File: src/rtl/decode_stage_if.sv
// decode_stage_if: fetch-side handshake, flush, execute-side handshake and decoded bundle of decode_stage
// slave: the stage (takes in_valid/inst/out_ready/flush, drives in_ready/out_valid/bundle/stall_count)
// master: the environment around the stage (fetch buffer, execute stage, branch unit)
interface decode_stage_if #(
  parameter int INST_W = 32,
  parameter int REG_W = 5,
  parameter int BADDR_W = 21,
  parameter int ALUOP_W = 12,
  parameter int STALL_CNT_W = 16
);
  logic flush;
  logic in_valid;
  logic in_ready;
  logic [INST_W-1:0] inst;
  logic out_valid;
  logic out_ready;
  logic mem_write;
  logic alu_src;
  logic alu_reg_write;
  logic mem_reg_write;
  logic long_write;
  logic branch;
  logic [REG_W-1:0] rs;
  logic [REG_W-1:0] rt;
  logic [REG_W-1:0] rd;
  logic [INST_W-1:0] imm;
  logic [BADDR_W-1:0] baddr;
  logic [ALUOP_W-1:0] aluop;
  logic [STALL_CNT_W-1:0] stall_count;
  modport slave (
    input flush, in_valid, inst, out_ready,
    output in_ready, out_valid, mem_write, alu_src, alu_reg_write, mem_reg_write, long_write, branch,
    output rs, rt, rd, imm, baddr, aluop, stall_count
  );
  modport master (
    output flush, in_valid, inst, out_ready,
    input in_ready, out_valid, mem_write, alu_src, alu_reg_write, mem_reg_write, long_write, branch,
    input rs, rt, rd, imm, baddr, aluop, stall_count
  );
endinterface

File: src/rtl/decode_stage.sv
// decode_stage: registered instruction decode with load-use interlock, flush and saturating stall counter
// clk, rst_n (async active-low) plain; everything else on bus (decode_stage_if.slave).
// Control decode: 00 R-type, 08 addi, 23 load, 2b store, 04 branch, 03 long (link) write; others no flags.
module decode_stage #(
  parameter int INST_W = 32,
  parameter int REG_W = 5,
  parameter int IMM_W = 16,
  parameter int BADDR_W = 21,
  parameter int ALUOP_W = 12,
  parameter int SIGN_EXT = 1,
  parameter int STALL_CNT_W = 16
) (
  input logic clk,
  input logic rst_n,
  decode_stage_if.slave bus
);
  logic [5:0] op;
  logic d_mem_write, d_alu_src, d_alu_reg_write, d_mem_reg_write, d_long_write, d_branch;
  logic [REG_W-1:0] d_rs, d_rt, d_rd;
  logic [INST_W-1:0] d_imm;
  logic reads_rt, hazard, accept;
  assign op = bus.inst[INST_W-1 -: 6];
  assign d_alu_reg_write = op == 6'h00 || op == 6'h08;
  assign d_alu_src = op == 6'h08 || op == 6'h23 || op == 6'h2b;
  assign d_mem_reg_write = op == 6'h23;
  assign d_mem_write = op == 6'h2b;
  assign d_branch = op == 6'h04;
  assign d_long_write = op == 6'h03;
  assign d_rs = bus.inst[INST_W-7 -: REG_W];
  assign d_rt = bus.inst[INST_W-7-REG_W -: REG_W];
  assign d_rd = bus.inst[INST_W-7-2*REG_W -: REG_W];
  assign d_imm = {{(INST_W-IMM_W){SIGN_EXT != 0 && bus.inst[IMM_W-1]}}, bus.inst[IMM_W-1:0]};
  assign reads_rt = !d_alu_src || d_mem_write || d_branch;
  // The held bundle is a load whose target the incoming instruction needs; r0 is never a real dependency.
  assign hazard = bus.out_valid && bus.mem_reg_write && bus.rt != '0 &&
                  (d_rs == bus.rt || (reads_rt && d_rt == bus.rt));
  assign bus.in_ready = !bus.flush && !hazard && (!bus.out_valid || bus.out_ready);
  assign accept = bus.in_valid && bus.in_ready;
  always_ff @(posedge clk or negedge rst_n) begin
    if (!rst_n) begin
      bus.out_valid <= 1'b0;
      bus.mem_write <= 1'b0;
      bus.alu_src <= 1'b0;
      bus.alu_reg_write <= 1'b0;
      bus.mem_reg_write <= 1'b0;
      bus.long_write <= 1'b0;
      bus.branch <= 1'b0;
      bus.rs <= '0;
      bus.rt <= '0;
      bus.rd <= '0;
      bus.imm <= '0;
      bus.baddr <= '0;
      bus.aluop <= '0;
      bus.stall_count <= '0;
    end else begin
      if (bus.flush) begin
        bus.out_valid <= 1'b0;
      end else if (accept) begin
        bus.out_valid <= 1'b1;
        bus.mem_write <= d_mem_write;
        bus.alu_src <= d_alu_src;
        bus.alu_reg_write <= d_alu_reg_write;
        bus.mem_reg_write <= d_mem_reg_write;
        bus.long_write <= d_long_write;
        bus.branch <= d_branch;
        bus.rs <= d_rs;
        bus.rt <= d_rt;
        bus.rd <= d_rd;
        bus.imm <= d_imm;
        bus.baddr <= bus.inst[BADDR_W-1:0];
        bus.aluop <= bus.inst[ALUOP_W-1:0];
      end else if (bus.out_ready) begin
        bus.out_valid <= 1'b0;
      end
      if (bus.in_valid && hazard && !bus.flush && bus.stall_count != '1)
        bus.stall_count <= bus.stall_count + 1'b1;
    end
  end
endmodule

File: src/flat_wrapper.sv
// flat-port wrapper written by rule: the top's interface ports become plain ports
module decode_stage_flat 
#(
  parameter int INST_W = 32,
  parameter int REG_W = 5,
  parameter int IMM_W = 16,
  parameter int BADDR_W = 21,
  parameter int ALUOP_W = 12,
  parameter int SIGN_EXT = 1,
  parameter int STALL_CNT_W = 16
)
  (clk, rst_n, bus_flush, bus_in_valid, bus_inst, bus_out_ready, bus_in_ready, bus_out_valid, bus_mem_write, bus_alu_src, bus_alu_reg_write, bus_mem_reg_write, bus_long_write, bus_branch, bus_rs, bus_rt, bus_rd, bus_imm, bus_baddr, bus_aluop, bus_stall_count);
  decode_stage_if #(.INST_W(INST_W), .REG_W(REG_W), .BADDR_W(BADDR_W), .ALUOP_W(ALUOP_W), .STALL_CNT_W(STALL_CNT_W)) bus_i ();
  input logic clk;
  input logic rst_n;
  input wire logic [$bits(bus_i.flush)-1:0] bus_flush;
  input wire logic [$bits(bus_i.in_valid)-1:0] bus_in_valid;
  input wire logic [$bits(bus_i.inst)-1:0] bus_inst;
  input wire logic [$bits(bus_i.out_ready)-1:0] bus_out_ready;
  output wire logic [$bits(bus_i.in_ready)-1:0] bus_in_ready;
  output wire logic [$bits(bus_i.out_valid)-1:0] bus_out_valid;
  output wire logic [$bits(bus_i.mem_write)-1:0] bus_mem_write;
  output wire logic [$bits(bus_i.alu_src)-1:0] bus_alu_src;
  output wire logic [$bits(bus_i.alu_reg_write)-1:0] bus_alu_reg_write;
  output wire logic [$bits(bus_i.mem_reg_write)-1:0] bus_mem_reg_write;
  output wire logic [$bits(bus_i.long_write)-1:0] bus_long_write;
  output wire logic [$bits(bus_i.branch)-1:0] bus_branch;
  output wire logic [$bits(bus_i.rs)-1:0] bus_rs;
  output wire logic [$bits(bus_i.rt)-1:0] bus_rt;
  output wire logic [$bits(bus_i.rd)-1:0] bus_rd;
  output wire logic [$bits(bus_i.imm)-1:0] bus_imm;
  output wire logic [$bits(bus_i.baddr)-1:0] bus_baddr;
  output wire logic [$bits(bus_i.aluop)-1:0] bus_aluop;
  output wire logic [$bits(bus_i.stall_count)-1:0] bus_stall_count;
  assign bus_i.flush = bus_flush;
  assign bus_i.in_valid = bus_in_valid;
  assign bus_i.inst = bus_inst;
  assign bus_i.out_ready = bus_out_ready;
  assign bus_in_ready = bus_i.in_ready;
  assign bus_out_valid = bus_i.out_valid;
  assign bus_mem_write = bus_i.mem_write;
  assign bus_alu_src = bus_i.alu_src;
  assign bus_alu_reg_write = bus_i.alu_reg_write;
  assign bus_mem_reg_write = bus_i.mem_reg_write;
  assign bus_long_write = bus_i.long_write;
  assign bus_branch = bus_i.branch;
  assign bus_rs = bus_i.rs;
  assign bus_rt = bus_i.rt;
  assign bus_rd = bus_i.rd;
  assign bus_imm = bus_i.imm;
  assign bus_baddr = bus_i.baddr;
  assign bus_aluop = bus_i.aluop;
  assign bus_stall_count = bus_i.stall_count;
  decode_stage #(.INST_W(INST_W), .REG_W(REG_W), .IMM_W(IMM_W), .BADDR_W(BADDR_W), .ALUOP_W(ALUOP_W), .SIGN_EXT(SIGN_EXT), .STALL_CNT_W(STALL_CNT_W)) u_core (.clk(clk), .rst_n(rst_n), .bus(bus_i));
endmodule
File: config.mk
export PLATFORM = sky130hd
export DESIGN_NAME = decode_stage_flat
export DESIGN_NICKNAME = d
export VERILOG_FILES = /design/src/rtl/decode_stage_if.sv /design/src/rtl/decode_stage.sv /design/src/flat_wrapper.sv
export SDC_FILE = /design/constraint.sdc
export NUM_CORES = 1
export LEC_CHECK = 0
export CAP_MARGIN = 20
export CORE_ASPECT_RATIO = 0.75
export CORE_MARGIN = 10
export CORE_UTILIZATION = 25
export CTS_CLUSTER_DIAMETER = 120
export DETAILED_ROUTE_END_ITERATION = 10
export REMOVE_ABC_BUFFERS = 1
export SETUP_SLACK_MARGIN = 0.5
export SYNTH_ARGS = -nofsm -noshare
export SYNTH_HDL_FRONTEND = slang
export SYNTH_SLANG_ARGS = --single-unit
File: constraint.sdc
create_clock -name clk -period 2.65 [get_ports clk]
set_input_delay 0.795 -clock clk [delete_from_list [all_inputs] [get_ports clk]]
set_output_delay 0.795 -clock clk [all_outputs]
set_load 0.05 [all_outputs]
==> results of run 1 <==
==> sequential cells by signal, summed over array words and instances, names as in the netlist <==
register / count
u_core.bus.alu_src: 1
u_core.bus.rs: 5
u_core.bus.long_write: 1
u_core.bus.mem_reg_write: 1
u_core.bus.alu_reg_write: 1
u_core.bus.branch: 1
u_core.bus.baddr: 10
u_core.bus.aluop: 11
u_core.bus.stall_count: 16
u_core.bus.mem_write: 1
u_core.bus.out_valid: 1
==> worst register-to-register path: cells and delay by family, from the launching register on <==
kind	cells	cell delay (ps)
buffers and inverters	9	1090
AND/OR/NAND/NOR	3	560
flip-flops	1	480
multiplexers	1	320
XOR/XNOR	1	210
==> repair_timing <==
item / in CTS / in global routing
hold buffers: 0 / 0
pin swaps: 12 / 5
buffers inserted: 17 / 0
endpoints found under the setup margin: 134 / 75
resized for setup: 165 / 30
cloned: 3 / 0
==> power by group <==
| group | switching [mW] | internal (mW) | leakage [nW] |
|---|---|---|---|
| logic | 0.992 | 0.432 | 1.52 |
| registers | 0.0739 | 0.819 | 0.624 |
| clock network | 0.293 | 0.447 | 0.0800 |
==> cells by family after synthesis <==
logic type / share of synthesized area (%)
compound gates: 3.41
buf+inv: 16.9
xor+xnor: 8.30
simple gates: 11.8
flops: 46.5
mux: 12.7
fa+ha+maj: 0.474
==> per-stage QoR <==
stage | hold slack, ps | TNS (ps)
2_1_floorplan | 499 | -89320
3_3_place_gp | 463 | -5830
3_5_place_dp | 471 | -6980
4_1_cts | 485 | -4180
5_1_grt | 495 | -9120
6_report | 484 | -5060
==> synth_stat cells, types with 2 or more instances <==
library cell   n  share of area, %
a21o_1         2              0.57
a21oi_1        2              0.38
and2_1         2              0.47
and3_1         5               1.2
buf_2          2              0.38
buf_4         54                15
buf_6          2              0.85
dfrtp_1       49                46
mux2_2        19               8.1
mux2_4         8               4.6
nand2_1       10               1.4
nand2b_1       2              0.47
nand3_1        6               1.1
nand4_1        5               1.2
nand4_2        2              0.95
nor2_1         6              0.85
nor3_1         3              0.57
o21ai_0        3              0.57
or3_1          2              0.47
xnor2_1       15               5.0
xor2_1        10               3.3
==> metal layers <==
layer / part of all wire (%) / up-vias
met3: 6.7 / 7
met2: 48 / 70
met5: 0 / -
met1: 44 / 984
met4: 1.1 / 0
li1: - / 989
==> cell usage in the layout (no fill, tap or decap), drive strengths merged, types with 2 or more instances in the layout <==
cell type / synthesis / layout
nand4: 7 / 7
nand3: 7 / 7
nand2: 10 / 10
clkdlybuf4s50: 0 / 19
buf: 58 / 74
nor3: 3 / 3
a21o: 2 / 2
dfrtp: 49 / 49
clkbuf: 1 / 10
a21oi: 3 / 3
or3: 2 / 2
xnor2: 15 / 15
nor2: 6 / 6
nand2b: 2 / 2
mux2: 27 / 27
o21ai: 4 / 4
dlygate4sd2: 0 / 78
clkdlybuf4s15: 0 / 7
xor2: 10 / 10
nor4b: 2 / 2
and2: 2 / 2
and3: 5 / 5
==> layout make-up <==
type                    instances  area [sq um]  share of cell area [%]
clock buffers                   5           125                    2.84
clock inverters                 3          46.3                    1.05
repair buffers                183          1720                    39.1
well taps                     136           170                    3.87
inverters                       1          3.75                  0.0853
flip-flops and latches         49          1230                    27.9
multi-input cells             117          1110                    25.2
==> final timing paths <==
kind,slack (ps),to,cells after the start,from
min in group asynchronous,500,u_core.bus.stall_count[13]$_DFFE_PN0P_,1,rst_n
worst min register to register,480,u_core.bus.alu_reg_write$_DFFE_PN0P_,2,u_core.bus.alu_reg_write$_DFFE_PN0P_
max in group asynchronous,1580,u_core.bus.baddr[15]$_DFFE_PN0P_,2,rst_n
worst max register to register,-140,u_core.bus.rs[0]$_DFFE_PN0P_,14,u_core.bus.baddr[18]$_DFFE_PN0P_
worst min-delay path,480,u_core.bus.alu_reg_write$_DFFE_PN0P_,2,u_core.bus.alu_reg_write$_DFFE_PN0P_
worst max-delay path,-220,bus_in_ready,8,bus_inst[23]
==> flow_summary.ini, run 1 <==
[clocking]
cts_buffers = 5
cts-root-buf = clkbuf_16
clk_pin_slew_ps = 70
htree_levels = 2
clk_latency_ps = 290
tritoncts = yes
max-clock-path-buffers = 2
numClockSinks = 49

[layout]
fillers = 989
layout.cells.non_filler = 494
stdcell_area_sq_um = 4400
syn2layout_area_growth_pct = 66.8
drive_above_1_share_pct = 36.6
final_nets = 395
final_util_pct = 42.8
diodes = 0

[synth]
synth_warnings = 0
ys.flop_type = dfrtp_1
synth_seq_cells = 49
synth_cell_type_count = 38
synth_cells = 226
synth_edf_count = 0
postSynthAreaPerCell_sq_um = 11.7
async_reset_ff_share_pct = 100
syn_area_sq_um = 2640
seq_area_frac_synth_pct = 46.5

[critical_path]
startpoint_type = primary input
cpMaxStageDelayCell = nor3_2
end_kind = output port
cp_cell_sequence = buf_6, xor2_2, nor3_2, nand4_2, and2_4, nor3b_4, buf_4, buf_12
worstPathMaxFanout = 2
path_class = primary input to output port
critPathMaxStageDelay_ps = 270
required_ps = 1860
cpLargestDelayFamily = simple AND/OR/NAND/NOR gates
crit_buf_inv = 3
cp.arrival_ps = 2080

[global_route]
gr-total-overflow = 0
grt_max_degree = 26
grt_use_met1_pct = 12.2
first_global_vias = 2258
grt_pass1_wl_microns = 12600
grt_usage_pct = 10.2
use_met3_pct = 3.74
busiest_layer = met2
met2_usage_pct = 17.2
antenna_found_initial = 0

[pwr]
peakVddDrop_v = 0.000386
p_leak_nw = 2.22
power_mw = 3.06
power.density_nw_per_um2 = 695

[job]
cap_violations = 0

[timing]
skew_ps = 9.80
finalWorstSetupSlack_ps = -223
worstMarginPinSlew_ps = 595
grt_setup_unrepaired = yes
hold_violations = 0
min_period_ps = 2870
setup_viol_count_final = 46
slew_headroom_pct = 60.4
max_freq_mhz = 348
drv_slew = 0
fin_crit_sh_pct = 108

[floorplan]
die_area_sq_um = 15100
num_io_pins = 141
die_w_microns = 139
core-area_sq_um = 10300
die_h_microns = 109
rows = 32
initial_utilization_pct = 25.6

[drt]
drc = 0
viasPerCell = 4.15
post_drt_wl_per_cell_microns = 15.9
vias = 2050
firstDrtPassIters = 4
ant_nets = 0
initialDrtViolationCount = 60
wirelength_microns = 7830

[outcome]
violations = setup timing
outcome = finished with violations

[placement]
port_buffers = 140
dpl-instance-area_sq_um = 3950
dp_slack_ps = -636
place_congestion = 0.778
place_hpwl_microns = 5910
dp.cells = 466

[min_path]
hold_class = flop to flop
No activity file was read; power rests on OpenSTA's default activity.
==> run 2: changes to the inputs <==
==> constraint.sdc (replaced) <==
create_clock -name clk -period 2.74 [get_ports clk]
set_input_delay 0.822 -clock clk [delete_from_list [all_inputs] [get_ports clk]]
set_output_delay 0.822 -clock clk [all_outputs]
set_load 0.05 [all_outputs]
==> run 2 against run 1 <==
Net effect:
- routed wire length shrank 3.2%
- the flow still finishes with violations (setup timing)
- flip-flop and latch count did not move
- via count shrank 5.4%
- worst setup slack better by 71 ps
- global-route usage shrank 0.58 points
- sequential share of layout area grew 2.1 points
- clock power down 2%
- sequential power down 3.5%
- clock skew down 4.1 ps
- cell area is 7.0% lower
- total power is 5.3% lower
- cell count down 3.8%
==> flow_summary.ini, run 2 (synthesis results as in run 1) <==
[outcome]
outcome = finished with violations
violations = setup timing

[layout]
largestRegisters = u_core.bus.stall_count x16, u_core.bus.aluop x11, u_core.bus.baddr x10
top_register = u_core.bus.stall_count
final_common_cell = dlygate4sd2_1
largest_register_ff_count = 16
syn2layout_area_growth_pct = 55.1
diodes = 0
final_util_pct = 39.8
final_nets = 376
drive_above_1_share_pct = 32.2
final_cell_mix = dlygate4sd2_1 (85), dfrtp_1 (48), mux2_2 (19), buf_4 (19)

[global_route]
antenna_found_initial = 0
first_global_vias = 2143
grt_max_degree = 26
grt_pass1_wl_microns = 11900
gr-total-overflow = 0
grt_usage_pct = 9.64

[drt]
vias = 1939
wirelength_microns = 7580
viasPerCell = 4.08
ant_nets = 0
initialDrtViolationCount = 51
post_drt_wl_per_cell_microns = 16.0
firstDrtPassIters = 3
drc = 0

[critical_path]
cpLargestDelayFamily = simple AND/OR/NAND/NOR gates
ff2ff_setup_slack_ps = 630
path_class = primary input to output port
cp_cell_sequence = buf_6, xor2_2, nor3_2, buf_4, nand4_4, and2_4, nor3b_4, buf_6, buf_12
worstPathMaxFanout = 2
end_kind = output port
cp_common_cell = buf_6
startpoint_type = primary input
critPathMaxStageDelay_ps = 220
crit_buf_inv = 4
cp.arrival_ps = 2070
required_ps = 1920
cpMaxStageDelayCell = nor3_2

[pwr]
p_leak_nw = 2.05
peakVddDrop_v = 0.000308
power.density_nw_per_um2 = 707

[timing]
fin_crit_sh_pct = 106
drv_slew = 0
setup_tns_ps = -152
finalWorstSetupSlack_ps = -152
max_freq_mhz = 346
skew_ps = 5.74
grt_setup_unrepaired = yes
min_period_ps = 2890
slew_headroom_pct = 59.7
hold_violations = 0
setup_viol_count_final = 1
worstMarginPinSlew_ps = 604

[clocking]
tritoncts = yes
cts_hold_buf = 0
cts_buffers = 5
htree_levels = 2
cts-root-buf = clkbuf_16
clk_latency_ps = 290
max-clock-path-buffers = 2
clk_pin_slew_ps = 70
numClockSinks = 49

[floorplan]
num_io_pins = 141
rows = 32
die_area_sq_um = 15100
core-area_sq_um = 10300
initial_utilization_pct = 25.6
die_w_microns = 139
die_h_microns = 109

[min_path]
hold_class = flop to flop

[placement]
dp_slack_ps = -611
port_buffers = 140
place_hpwl_microns = 5950
place_congestion = 0.773

[job]
cap_violations = 0
## run 2: timing repair
item | 4_1_cts | 5_1_grt
cloned | 0 | 1
pin swaps | 10 | 3
setup endpoints to repair | 153 | 35
setup buffers | 0 | 0
resized for setup | 184 | 32
## run 2: tightest hold or removal path, delay by kind of cell (launching register included)
family / cells / cell delay, ps
DFF: 1 / 350
and+or+nand+nor: 1 / 60
AOI/OAI and AO/OA: 1 / 40
## run 2: final timing paths
| path | cells past startpoint | from | end |
|---|---|---|---|
| worst min-delay path | 2 | u_core.bus.alu_reg_write$_DFFE_PN0P_ | u_core.bus.alu_reg_write$_DFFE_PN0P_ |
| worst max-delay path | 9 | bus_inst[25] | bus_in_ready |
| worst min register to register | 2 | u_core.bus.alu_reg_write$_DFFE_PN0P_ | u_core.bus.alu_reg_write$_DFFE_PN0P_ |
| worst max register to register | 8 | u_core.bus.baddr[17]$_DFFE_PN0P_ | u_core.bus.long_write$_DFFE_PN0P_ |
| min in group asynchronous | 1 | rst_n | u_core.bus.stall_count[13]$_DFFE_PN0P_ |
| max in group asynchronous | 2 | rst_n | u_core.bus.baddr[15]$_DFFE_PN0P_ |
## run 2: through the flow
stage	area (sq um)	instances	hold slack [ps]	power [mW]
final	4090	475	483	2.89
after global routing	4090	475	495	3.03
after CTS	4090	474	486	2.96
after detailed placement	4000	466	469	2.34
after global placement	4000	466	463	2.33
after floorplan	2200	167	526	1.75
## run 2: layer usage
layer | share of wire [%] | routed length (microns) | vias up | GRT usage (%)
met2 | 49 | 3750 | 67 | 16.3
met4 | 0.90 | 68 | 0 | 2.82
met5 | 0 | 0 | - | 0
met3 | 7.6 | 577 | 5 | 3.78
met1 | 42 | 3180 | 928 | 11.2
li1 | - | - | 939 | -
## run 2: power by group
group | internal (mW) | switching (mW) | total (mW)
clock | 0.456 | 0.267 | 0.723
combinational | 0.354 | 0.957 | 1.31
sequential | 0.793 | 0.0693 | 0.862
total | 1.60 | 1.29 | 2.89
## run 2: area by class of cell
class / instances / area [sq um]
Multi-Input combinational cell: 117 / 1060
Sequential cell: 49 / 1230
Clock buffer: 6 / 139
Clock inverter: 2 / 37.5
Fill cell: 1036 / 6200
Tap cell: 136 / 170
Inverter: 1 / 3.75
Timing Repair Buffer: 164 / 1450
